## src/rtl/ff_arith_unit.sv

```systemverilog
// rtl/ff_arith_unit.sv - GF(2^M) adder and bit-serial MSB-first multiplier; FF_ARITH_MAC_EN enables op=10 multiply-accumulate
module ff_arith_unit #(
    parameter int            M    = 163,
    parameter logic [M-1:0]  POLY = M'(163'hC9)
) (
    input  logic         clk,
    input  logic         rst_n,
    input  logic         start,
    input  logic [1:0]   op,
    input  logic [M-1:0] a,
    input  logic [M-1:0] b,
    output logic [M-1:0] c,
    output logic         busy,
    output logic         done
);
    localparam int            CW       = (M > 1) ? $clog2(M) : 1;
    localparam logic [CW-1:0] CNT_LAST = CW'(M - 1);

    typedef enum logic {S_IDLE = 1'b0, S_MUL = 1'b1} state_t;

    state_t         r_state;
    state_t         w_state_nxt;
    logic [M-1:0]   r_ra;
    logic [M-1:0]   r_rb;
    logic [M-1:0]   r_acc;
    logic [CW-1:0]  r_cnt;
    logic [M-1:0]   r_c;
    logic           r_done;
    logic           r_busy;

    logic           w_accept;
    logic           w_is_add;
    logic           w_is_mul;
    logic           w_last;
    logic [M-1:0]   w_shift;
    logic [M-1:0]   w_acc_nxt;
    logic [M-1:0]   w_c_nxt;
    logic           w_c_load;
    logic           w_done_nxt;

`ifdef FF_ARITH_MAC_EN
    logic [M-1:0]   r_cold;
    logic           r_mac;
`endif

    assign w_accept = start && (r_state == S_IDLE);
    assign w_is_add = (op == 2'b00);
    assign w_is_mul = (op == 2'b01) || (op == 2'b10);
    assign w_last   = (r_cnt == '0);

    // One Horner step: multiply accumulator by x mod POLY, then add ra if this bit of rb is set.
    assign w_shift   = {r_acc[M-2:0], 1'b0} ^ (r_acc[M-1] ? POLY : '0);
    assign w_acc_nxt = w_shift ^ (r_rb[r_cnt] ? r_ra : '0);

    always_ff @(posedge clk) begin
        if (!rst_n) r_state <= S_IDLE;
        else        r_state <= w_state_nxt;
    end

    always_comb begin
        w_state_nxt = r_state;
        case (r_state)
            S_IDLE:  if (w_accept && w_is_mul) w_state_nxt = S_MUL;
            S_MUL:   if (w_last)               w_state_nxt = S_IDLE;
            default: w_state_nxt = S_IDLE;
        endcase
    end

    always_comb begin
        w_done_nxt = 1'b0;
        w_c_load   = 1'b0;
        w_c_nxt    = r_c;
        if (r_state == S_IDLE && w_accept && w_is_add) begin
            w_done_nxt = 1'b1;
            w_c_load   = 1'b1;
            w_c_nxt    = a ^ b;
        end else if (r_state == S_MUL && w_last) begin
            w_done_nxt = 1'b1;
            w_c_load   = 1'b1;
`ifdef FF_ARITH_MAC_EN
            w_c_nxt    = w_acc_nxt ^ (r_mac ? r_cold : '0);
`else
            w_c_nxt    = w_acc_nxt;
`endif
        end
    end

    always_ff @(posedge clk) begin
        if (!rst_n) begin
            r_ra   <= '0;
            r_rb   <= '0;
            r_acc  <= '0;
            r_cnt  <= '0;
            r_c    <= '0;
            r_done <= 1'b0;
            r_busy <= 1'b0;
`ifdef FF_ARITH_MAC_EN
            r_cold <= '0;
            r_mac  <= 1'b0;
`endif
        end else begin
            r_done <= w_done_nxt;
            if (w_c_load) r_c <= w_c_nxt;
            if (r_state == S_IDLE && w_accept && w_is_mul) begin
                r_ra   <= a;
                r_rb   <= b;
                r_acc  <= '0;
                r_cnt  <= CNT_LAST;
                r_busy <= 1'b1;
`ifdef FF_ARITH_MAC_EN
                r_cold <= r_c;
                r_mac  <= (op == 2'b10);
`endif
            end else if (r_state == S_MUL) begin
                r_acc <= w_acc_nxt;
                r_cnt <= r_cnt - 1'b1;
                if (w_last) r_busy <= 1'b0;
            end
        end
    end

    assign c    = r_c;
    assign busy = r_busy;
    assign done = r_done;
endmodule
```

## config.mk

```make
export PLATFORM = sky130hd
export DESIGN_NAME = ff_arith_unit
export DESIGN_NICKNAME = d
export VERILOG_FILES = /design/src/rtl/ff_arith_unit.sv
export SDC_FILE = /design/constraint.sdc
export NUM_CORES = 2
export LEC_CHECK = 0
export CAP_MARGIN = 20
export CORE_ASPECT_RATIO = 1.5
export CORE_MARGIN = 3
export CORE_UTILIZATION = 55
export CTS_BUF_LIST = sky130_fd_sc_hd__clkbuf_16
export CTS_CLUSTER_SIZE = 20
export DETAILED_ROUTE_END_ITERATION = 16
export PLACE_DENSITY = 0.8
export SLEW_MARGIN = 5
export SYNTH_ARGS = -nofsm -noshare
export SYNTH_HDL_FRONTEND = slang
export SYNTH_SLANG_ARGS = --single-unit
```

## constraint.sdc

```tcl
create_clock -name clk -period 3.3 [get_ports clk]
set_input_delay 0.495 -clock clk [delete_from_list [all_inputs] [get_ports clk]]
set_output_delay 0.495 -clock clk [all_outputs]
set_load 0.03 [all_outputs]
```

==> results.py <==
metrics = {
    "synthesis": {
        "async_reset_ff_frac": 0,
        "synth.net_count": 4956,
        "synth_edf_count": 0,
        "yosysMostFrequentCell": "nand2_1",
        "yosys-top-cells-area": "dfxtp_1 (36%), nand2_1 (10%), a21boi_0 (6.7%), mux2i_1 (5.1%), xnor2_1 (4.0%)",
        "synthFlopType": "dfxtp_1",
        "synth_top_area_frac": 0.358,
        "yosysTopAreaCell": "dfxtp_1",
        "yosysUniqueCellTypes": 61,
        "syn_area_um2": 37000,
        "syn_area_per_cell_um2": 8.01,
        "synth_seq_cells": 663,
        "yosysSeqAreaShare": 0.358,
        "synth_cells": 4623,
        "ys_warn_count": 0,
        "ys_top_cells_by_count": "nand2_1 (1004), dfxtp_1 (663), a21boi_0 (330)",
    },
    "timing": {
        "hold_ws_ps": 268,
        "rsz0062_at_grt": "false",
        "setup_tns_ps": 0,
        "worst_pin_slew_ps": 1070,
        "final_max_slew_viol_count": 0,
        "min_period_ps": 3150,
        "max_freq_mhz": 318,
        "fin_crit_sh": 0.953,
        "slew_headroom": 0.285,
        "hold_viol_final": 0,
        "finalSetupViolCount": 0,
        "skew_ps": 27.5,
    },
    "clock_tree": {
        "post_cts_buffers": 0,
        "clk_pin_slew_ps": 60,
        "clk_latency_ps": 630,
        "cts_tree": "done",
        "cts_num_sinks": 663,
        "htree_num_levels": 3,
        "cts_buffers": 69,
        "root_buffer": "clkbuf_16",
        "cts_max_path_buffers": 3,
    },
    "worst_setup_path": {
        "worstReg2RegEnd": "r_acc[119]$_SDFFE_PP0P_",
        "r2r_slack_ps": 150,
        "crit_end": "r_acc[119]$_SDFFE_PP0P_",
        "arrival_ps": 3710,
        "reg2reg_depth": 9,
        "cp-end-kind": "flip-flop",
        "startpoint": "r_cnt[0]$_SDFFE_PP0P_",
        "start_kind": "flip-flop",
        "crit_path_max_fanout": 47,
        "reg2reg_from": "r_cnt[0]$_SDFFE_PP0P_",
        "cp_slowest_cell": "mux4_2",
        "worstSetupPathType": "reg2reg",
        "cp.required_ps": 3860,
        "crit_path_frequent_cell": "buf_12",
        "max_stage_delay_ps": 530,
        "cp_cell_sequence": "buf_12, mux4_2, mux2_2, or3_1, o2111a_2, o211ai_4, o211a_4, buf_12, a221o_1",
    },
    "layout": {
        "multiInputGateArea_um2": 21900,
        "num-fill-cells": 5465,
        "areaGrowthSynthToFinish_pct": 21.5,
        "nets": 5223,
        "final_cells": 5821,
        "regArea_um2": 13300,
        "drive_gt1_frac": 0.0524,
    },
    "pwr": {
        "leakagePower_nw": 15.3,
        "cellPowerDensity_nw_per_um2": 480,
        "ir_worst_vdd_mv": 0.395,
    },
    "die": {
        "core_area_um2": 66200,
        "io_pins": 496,
        "die_h_um": 324,
        "dieArea_um2": 70600,
        "die_x_um": 218,
        "row_count": 115,
        "start_util": 0.560,
    },
    "worst_hold_path": {
        "hold_class": "in2reg",
        "hold_depth": 2,
    },
    "detailed_routing": {
        "wl_um": 126000,
        "drc": 0,
        "first_pass_iters": 6,
        "vias": 37200,
        "drtIter0Drc": 4239,
        "viasPerCell": 6.39,
        "drt-wirelength-per-cell_um": 21.6,
        "postRouteAntennaNets": 0,
    },
    "placed_design": {
        "io_buffers": 495,
        "dp_hpwl_um": 82600,
        "dp_cells": 5696,
        "gp_congestion": 0.897,
    },
    "run_status": {
        "outcome": "finished, final reports clean",
    },
    "global_route": {
        "grtUsageMet1": 0.410,
        "top_usage_layer": "met2",
        "grt-ovfl-total": 0,
        "grt_use_met3": 0.0528,
        "grt.total_usage": 0.342,
        "grt_pass1_wl_um": 194000,
        "grt_pass1_vias": 35300,
        "use_met2": 0.571,
        "grt_max_degree": 204,
        "grt_antenna_before_repair": 9,
    },
    "job": {
        "cap_violations": 0,
    },
}
[per-layer routing]
| layer | wire, um | vias up |
|---|---|---|
| li1 | - | 17200 |
| met1 | 47700 | 17700 |
| met2 | 60000 | 1836 |
| met3 | 9840 | 392 |
| met4 | 8110 | 8 |
| met5 | 62 | - |
[power by group]
part           switching, mW  internal, mW  leakage [nW]  total (mW)
clock                   3.40          4.37          1.12        7.77
combinational           3.06          2.13          8.77        5.19
sequential             0.329          8.33          5.38        8.65
total                   6.79          14.8          15.3        21.6
[flip-flops by register name, indices dropped and copies added, names as in the netlist]
signal and flops:
r_rb 163, r_state 1, r_acc 163, r_cnt 8
c 163, r_ra 163, busy 1, done 1
[cell type report]
cell class	instances	share of cell area
multi-input combinational	3469	0.486
sequential	663	0.295
timing repair buffer	581	0.137
clock buffer	71	0.0395
tap	877	0.0244
inverter	106	0.00889
clock inverter	49	0.00853
antenna	5	0.000278
[cells by family (layout without fill, tap and decap cells)]
logic type / after synthesis / count (layout) / share of synthesized area
flip-flops: 663 / 663 / 0.358
buffers and inverters: 491 / 807 / 0.0544
XOR/XNOR: 175 / 175 / 0.0414
adder cells (fa/ha/maj): 2 / 2 / 0.000675
AO/OA/AOI/OAI: 1215 / 1215 / 0.246
multiplexers: 226 / 226 / 0.0733
AND/OR/NAND/NOR: 1851 / 1851 / 0.226
other: 0 / 5 / 0
[per-stage QoR]
step / setup WS [ps] / power (mW) / area (um2) / utilization
2_1_floorplan: 417 / 12.0 / 37000 / -
3_3_place_gp: 264 / 13.8 / 42800 / 0.647
3_5_place_dp: 202 / 13.9 / 42800 / 0.647
4_1_cts: 168 / 21.6 / 45000 / 0.680
5_1_grt: 45.3 / 22.4 / 45000 / 0.680
6_report: 154 / 21.6 / 45000 / 0.680
[repair_timing]
action | CTS | global route
hold buffers | 0 | 0
endpoints found under the setup margin | 0 | 1
gates resized for setup | 0 | 1
[critical path: cells and delay by family, from the launching register on]
| family | cells | cell delay [ps] |
|---|---|---|
| compound gates | 4 | 1010 |
| buf+inv | 2 | 420 |
| flops | 1 | 380 |
| mux | 2 | 810 |
| simple gates | 1 | 360 |
[cell usage in the layout (no fill, tap or decap), types with 4 or more instances in the layout]
| master | synthesis | layout |
|---|---|---|
| o211ai_2 | 10 | 10 |
| o2111a_1 | 40 | 39 |
| nor3_1 | 44 | 44 |
| o211ai_1 | 22 | 22 |
| dfxtp_1 | 663 | 660 |
| o211a_1 | 5 | 4 |
| a32oi_1 | 31 | 31 |
| buf_12 | 0 | 46 |
| a21boi_0 | 330 | 330 |
| inv_1 | 105 | 117 |
| nand3b_1 | 92 | 92 |
| diode_2 | 0 | 5 |
| o31a_1 | 29 | 29 |
| o311ai_0 | 160 | 160 |
| a21oi_1 | 162 | 162 |
| nor2b_1 | 45 | 45 |
| clkdlybuf4s50_1 | 0 | 494 |
| nor2_1 | 236 | 232 |
| nand2_1 | 1004 | 1001 |
| inv_6 | 0 | 5 |
| mux2i_1 | 187 | 187 |
| bufinv_16 | 0 | 6 |
| o21ai_0 | 136 | 136 |
| clkinv_1 | 0 | 14 |
| clkinv_2 | 0 | 10 |
| xnor2_1 | 168 | 168 |
| a221o_1 | 91 | 91 |
| nand3_1 | 146 | 146 |
| clkbuf_16 | 0 | 71 |
| a22oi_1 | 133 | 133 |
| nand2b_1 | 93 | 93 |
| o31ai_1 | 43 | 43 |
| mux4_2 | 36 | 36 |
| buf_4 | 15 | 39 |
| xor2_1 | 7 | 7 |
| nand4_1 | 171 | 171 |
[how the worst min path moves through the flow]
| stage | slack [ps] | end | start |
|---|---|---|---|
| 2_1_floorplan | 440 | r_rb[151]$_SDFFE_PN0P_ | r_rb[151]$_SDFFE_PN0P_ |
| 3_3_place_gp | 450 | r_rb[80]$_SDFFE_PN0P_ | r_rb[80]$_SDFFE_PN0P_ |
| 3_5_place_dp | 460 | r_rb[82]$_SDFFE_PN0P_ | r_rb[82]$_SDFFE_PN0P_ |
| 4_1_cts | 260 | r_cnt[1]$_SDFFE_PN0P_ | rst_n |
| 5_1_grt | 280 | r_cnt[1]$_SDFFE_PN0P_ | rst_n |
| 6_report | 270 | r_cnt[5]$_SDFFE_PN0P_ | rst_n |
No activity file was read; power rests on OpenSTA's default activity.
